**config.mk**
```make
export PLATFORM = sky130hd
export DESIGN_NAME = im_fetch_ctrl
export DESIGN_NICKNAME = d
export VERILOG_FILES = /design/src/rtl/im_fetch_ctrl.sv
export SDC_FILE = /design/constraint.sdc
export NUM_CORES = 1
export LEC_CHECK = 0
export ABC_AREA = 1
export BUFFER_PORTS_ARGS = -buffer_cell sky130_fd_sc_hd__buf_2
export CORE_AREA = 2 2 92 72
export DETAILED_ROUTE_END_ITERATION = 7
export DIE_AREA = 0 0 94 74
export PLACE_DENSITY = 0.87
export SLEW_MARGIN = 25
export SYNTH_ARGS = -nofsm -noshare
export SYNTH_HDL_FRONTEND = slang
export SYNTH_SLANG_ARGS = --single-unit
```
**constraint.sdc**
```tcl
create_clock -name clk -period 4.5 [get_ports clk]
set_input_delay 0.225 -clock clk [delete_from_list [all_inputs] [get_ports clk]]
set_output_delay 0.225 -clock clk [all_outputs]
set_load 0.1 [all_outputs]
```
**src/rtl/im_fetch_ctrl.sv**
```systemverilog
// Instruction-fetch sequencer: owns the PC, addresses the combinational instruction
// memory and hands fetched words to decode through a one-entry valid/ready buffer.
//
// state | meaning
// ------+---------------------------------------------------------------
// FETCH | PC advances and the buffer refills whenever it empties or drains
// HALT  | no new fetches; a buffered word may still drain; redirect resumes
module im_fetch_ctrl #(
    parameter int unsigned       ADDR_W   = 8,
    parameter logic [ADDR_W-1:0] RESET_PC = '0
) (
    input  logic              clk,
    input  logic              reset,
    output logic [ADDR_W-1:0] im_addr,
    input  logic [31:0]       im_data,
    output logic              if_valid,
    output logic [31:0]       if_instr,
    output logic [ADDR_W-1:0] if_pc,
    input  logic              if_ready,
    input  logic              redirect,
    input  logic [ADDR_W-1:0] redirect_pc,
    input  logic              halt_req,
    output logic              halted,
    output logic [15:0]       fetch_count
);

    typedef enum logic {
        FETCH = 1'b0,
        HALT  = 1'b1
    } state_t;

    state_t            state_q;
    state_t            state_d;
    logic [ADDR_W-1:0] pc;
    logic              xfer;
    logic              load;

    assign im_addr = pc;

    always_ff @(posedge clk or posedge reset) begin
        if (reset) begin
            state_q <= FETCH;
        end else begin
            state_q <= state_d;
        end
    end

    // A redirect always lands in the state requested by halt_req, from either state.
    always_comb begin
        state_d = state_q;
        if (redirect) begin
            state_d = halt_req ? HALT : FETCH;
        end else if (state_q == FETCH && halt_req) begin
            state_d = HALT;
        end
    end

    always_comb begin
        xfer   = if_valid && if_ready;
        load   = (state_q == FETCH) && !redirect && !halt_req && (!if_valid || xfer);
        halted = (state_q == HALT);
    end

    always_ff @(posedge clk or posedge reset) begin
        if (reset) begin
            pc          <= RESET_PC;
            if_valid    <= 1'b0;
            if_instr    <= 32'h0;
            if_pc       <= '0;
            fetch_count <= 16'h0;
        end else begin
            if (redirect) begin
                pc       <= redirect_pc;
                if_valid <= 1'b0;
            end else if (load) begin
                if_instr <= im_data;
                if_pc    <= pc;
                if_valid <= 1'b1;
                pc       <= pc + 1'b1;
            end else if (xfer) begin
                if_valid <= 1'b0;
            end
            // A word accepted in the same cycle as a flush still counts.
            if (xfer && fetch_count != 16'hFFFF) begin
                fetch_count <= fetch_count + 16'd1;
            end
        end
    end

endmodule
```
; ---- Word-level counts from Yosys, hierarchy flattened
; Cells that the tools add are included.
[word_totals]
ff_bits = 66
inputBits = 45
[classes]
addsub = 2
n_eq_ne = 1
muxes = 8
bitwise_logic = 2
reduce_logical = 14
[op_table]
columns = cell, count
row1 = $add 16x1->16 const B, 1
row2 = $mux 8, 2
row3 = $ne 16x16->1 const B, 1
row4 = $add 8x1->8 const B, 1
row5 = $logic_and 1x1->1, 6
row6 = $mux 1, 6
row7 = $reduce_bool 2->1, 2
row8 = $logic_not 1->1, 3
row9 = $reduce_bool 3->1, 1
row10 = $not 1->1, 2
row11 = $reduce_and 2->1, 1
row12 = $logic_or 1x1->1, 1

; ---- Logic depth before layout (Yosys ltp)
[logic_depth]
ltp_word = 6
ltp_mapped = 9
depth_no_buf = 9

; ---- Least setup slack after synthesis
; No wires, ideal clock.
[synth_path]
path_type = register to register
start = register fetch_count[0]
end = register fetch_count[9]
setup_ns = 0.120
arrival_time_ns = 2.011
t_required_ns = 4.380
setup_slack_ns = 2.369
stages_incl_launch_ff = 10
n_path_buf = 1
synth_period_minus_slack_ns = 2.131
path_cell_list = dfrtp_1 ha_1 nand3_2 inv_1 nand2_2 nor2_1 nor2_1 buf_6 nand2_1 nand2_1
[synth_between]
elab_chain_len = 2
elab_cells_between_ends = 3
classes_between = 1 x add/sub / 1 x eq/ne / 1 x reduce/logical
[synth_lines]
columns = item, line_no
row1 = from (decl), 24  ; output logic [15:0] fetch_count
row2 = from (signal assigned), 85  ; fetch_count <= fetch_count + 16'd1;
row3 = branches (longest 2 deep; another with $add 16x1->16), -
; Parallel ways; which one is timed is not known.
; A chain may end at the register's enable or synchronous reset.

; ---- Worst setup path in the final report
[layout_path]
start = register state_q, in the netlist halted
end = register pc[4], in the netlist im_addr[4]
[layout_between]
elab_chain_len = 5
[layout_lines]
columns = item, line_no
row1 = from (decl), 32  ; state_t state_q;
row2 = from (signal assigned), 44  ; state_q <= state_d;
row3 = $not 1->1, 60  ; load = (state_q == FETCH) && !redirect && !halt_req && (!if_valid || xfer);
row4 = $logic_and 1x1->1 (3 in a row), 60
row5 = $reduce_bool 2->1 (no line), -
row6 = to (signal assigned), 73  ; pc <= redirect_pc;
row7 = to (signal assigned), 79  ; pc <= pc + 1'b1;
row8 = to (decl), 34  ; logic [ADDR_W-1:0] pc;
; Every way passes these cells.

==> impl_metrics.csv <==
group,metric,value,unit
status,status,"finished, final reports clean",
clock_network,cts.repair.resized,0,
floorplanning,row_count,25,
clock_network,worstSkewPairLatency,0.34,ns
synthesis,muxShareOfSynthArea,0,%
drt,wl_per_cell,12.5,um
grt,antenna_found_initial,0,
timing,relSlewSlack,41.0,%
placement,place_ws,1.90,ns
critical_path,end_kind,"register",
critical_path,cp.arrival,2.36,ns
clock_network,cts_tree,"yes",
final_layout,insertedDiodeCount,0,
timing,drv_slew,0,
synthesis,synthSimpleGateAreaFrac,33.2,%
floorplanning,num_io_pins,111,
grt,use_met2,37.9,%
power,power.density,589,nW/um2
power,leakagePower,2.16,nW
placement,numPlacedInstances,572,
timing,setup_slack,2.40,ns
drt,ant_nets,0,
placement,io_buffers,110,
final_layout,layout.nets,549,
timing,rsz0062_at_grt,"no",
run,maxCapViolations,0,
critical_path,critPathLaunchType,"register",
grt,grt-ovfl-total,0,
placement,place_hpwl,5230,um
synthesis,synth_top_family_by_area,"simple AND/OR/NAND/NOR gates",
floorplanning,die_area,6960,um2
clock_network,clockBufferDepth,2,
clock_network,clk_pin_slew,0.07,ns
clock_network,cts_buffers,9,
clock_network,htreeDepth,3,
floorplanning,die_x,94,um
synthesis,netlist_top_cells_area,"dfrtp_1 (53%), nand2_1 (23%), inv_1 (3.5%)",
synthesis,synth.avg_cell_area,7.89,um2
timing,setup_tns,0,ns
grt,grt_util_met3,9.83,%
critical_path,worst-setup-path-type,"reg2reg",
synthesis,synthAdderAreaFrac,0.809,%
synthesis,synth_compound_area_share,4.37,%
hold_path,hold_class,"in2reg",
synthesis,synth_top_area_share,53.4,%
timing,fmax,476,MHz
placement,place_area,3680,um2
critical_path,critPathRequiredTime,4.76,ns
clock_network,postCtsHoldBufs,0,
drt,drt_pass1_iterations,5,
synthesis,synth.largest_area_cell,"dfrtp_1",
floorplanning,start_util,50.7,%
synthesis,syn_nets,439,
grt,grt_max_degree,67,
synthesis,synth-xor-area-share,1.98,%
critical_path,path_max_fanout,52,
final_layout,fin_area,3860,um2
synthesis,synthDistinctLibCells,25,
final_layout,drive_gt1_share,27.6,%
timing,period_needed,2.10,ns
floorplanning,die_h,74,um
drt,num_vias,2831,
floorplanning,core_area,6100,um2
timing,finClkSkew,0.00774,ns
synthesis,synth_warnings,0,
power,worst_ir_drop_vdd,0.000386,V
final_layout,final_cells,588,
timing,worstMarginPinSlew,0.881,ns
grt,grt_pass1_wl,12100,um
synthesis,postSynthCellCount,392,
drt,wl,7350,um
placement,gp_congestion,0.842,
timing,hold_viol,0,
clock_network,post-cts-setup-buffer-count,0,
clock_network,cts_sinks,66,
grt,grt_use_total,22.6,%
synthesis,yosys_register_bits,66,
grt,grt_pass1_vias,2722,
timing,fin_crit_sh,46.7,%
drt,viasPerCell,4.81,
grt,use_met1,25.9,%
drt,initialDrtViolationCount,144,
final_layout,area_delta_synth_final,24.7,%
drt,drc,0,
timing,setup_viol,0,
synthesis,synth_area,3090,um2
grt,grt_busiest_layer,"met2",
clock_network,cts-root-buf,"clkbuf_8",
power,power,0.00227,W
synthesis,yosysSeqAreaShare,53.4,%
critical path: stages, from the launching register on:
cell and delay (ns):
dfrtp_1 0.39, nor2_1 0.17, nand3_4 0.46, inv_2 0.69, nand2_1 0.10, o211ai_1 0.19
sequential cells by signal, summed over array words and instances (netlist names):
name,cells
if_instr,32
fetch_count,16
if_pc,8
im_addr,8
halted,1
if_valid,1
cell usage in the layout (no fill, tap or decap):
cell          n
nor2_1       21
o211ai_1      4
nand2_1     193
nand3_2       1
xnor2_1       5
buf_4         1
nand3_1      19
nand2_4       2
nand3_4       1
inv_1        28
nor2_2        2
clkinv_2      1
or2_2         1
xor2_1        2
buf_2       110
clkinvlp_4    3
o21bai_1      1
ha_1          2
nand2_2       3
o21ai_2       2
clkbuf_8     10
inv_2         3
dfrtp_1      66
a21oi_1       1
o21ai_0      15
nand4_1       8
clkbuf_1      2
stage by stage:
stage | hold slack, ns | util (%)
detailed placement | 0.423 | 60.3
CTS | 0.0559 | 63.1
finish | 0.0720 | 63.2
floorplan | 0.335 | -
global route | 0.0580 | 63.2
global placement | 0.419 | 60.3
routing by layer:
| metal | vias up | share of wire, % |
|---|---|---|
| met1 | 1292 | 41 |
| met2 | 99 | 48 |
| met5 | - | 0 |
| met4 | 0 | 1.4 |
| met3 | 12 | 9.1 |
| li1 | 1428 | - |
report_power, final:
group / switching, W / leakage (nW) / internal [W] / total [W]
registers: 0.0000788 / 0.839 / 0.000695 / 0.000774
clock network: 0.000224 / 0.0786 / 0.000214 / 0.000438
logic: 0.000915 / 1.24 / 0.000146 / 0.00106
total: 0.00122 / 2.16 / 0.00105 / 0.00227
path summary, 6_finish.rpt:
path | startpoint | to | slack, ns | cells after the start
max | halted | im_addr[4] | 2.40 | 5
min | im_data[6] | if_instr[6] | 0.07 | 3
max reg2reg | halted | im_addr[4] | 2.40 | 5
min reg2reg | if_instr[31] | if_instr[31] | 0.48 | 2
max in group asynchronous | reset | if_instr[1] | 3.86 | 3
min in group asynchronous | reset | fetch_count[1] | 0.11 | 3
cells in the mapped netlist:
cell / instances
nand2_1: 193
dfrtp_1: 66
inv_1: 29
nor2_1: 21
nand3_1: 19
o21ai_0: 15
nand4_1: 8
xnor2_1: 5
buf_2: 4
clkbuf_1: 4
o211ai_1: 4
nand2_2: 3
buf_4: 2
ha_1: 2
inv_2: 2
nand2_4: 2
nand3_2: 2
nor2_2: 2
o21ai_2: 2
xor2_1: 2
a21oi_1: 1
buf_6: 1
buf_8: 1
o21bai_1: 1
or2_2: 1
layout make-up:
| type | count | area [um2] |
|---|---|---|
| Clock inverter | 4 | 27.5 |
| Tap cell | 81 | 101 |
| Multi-Input combinational cell | 283 | 1260 |
| Clock buffer | 12 | 145 |
| Inverter | 31 | 116 |
| Sequential cell | 66 | 1650 |
| Timing Repair Buffer | 111 | 558 |
| Fill cell | 521 | 2240 |
cells by family (layout without fill, tap and decap cells):
family	after synthesis	count (layout)
flops	66	66
simple gates	251	251
fa+ha+maj	2	2
xor+xnor	7	7
buf+inv	43	158
compound gates	23	23
(Power assumes the default switching activity.)
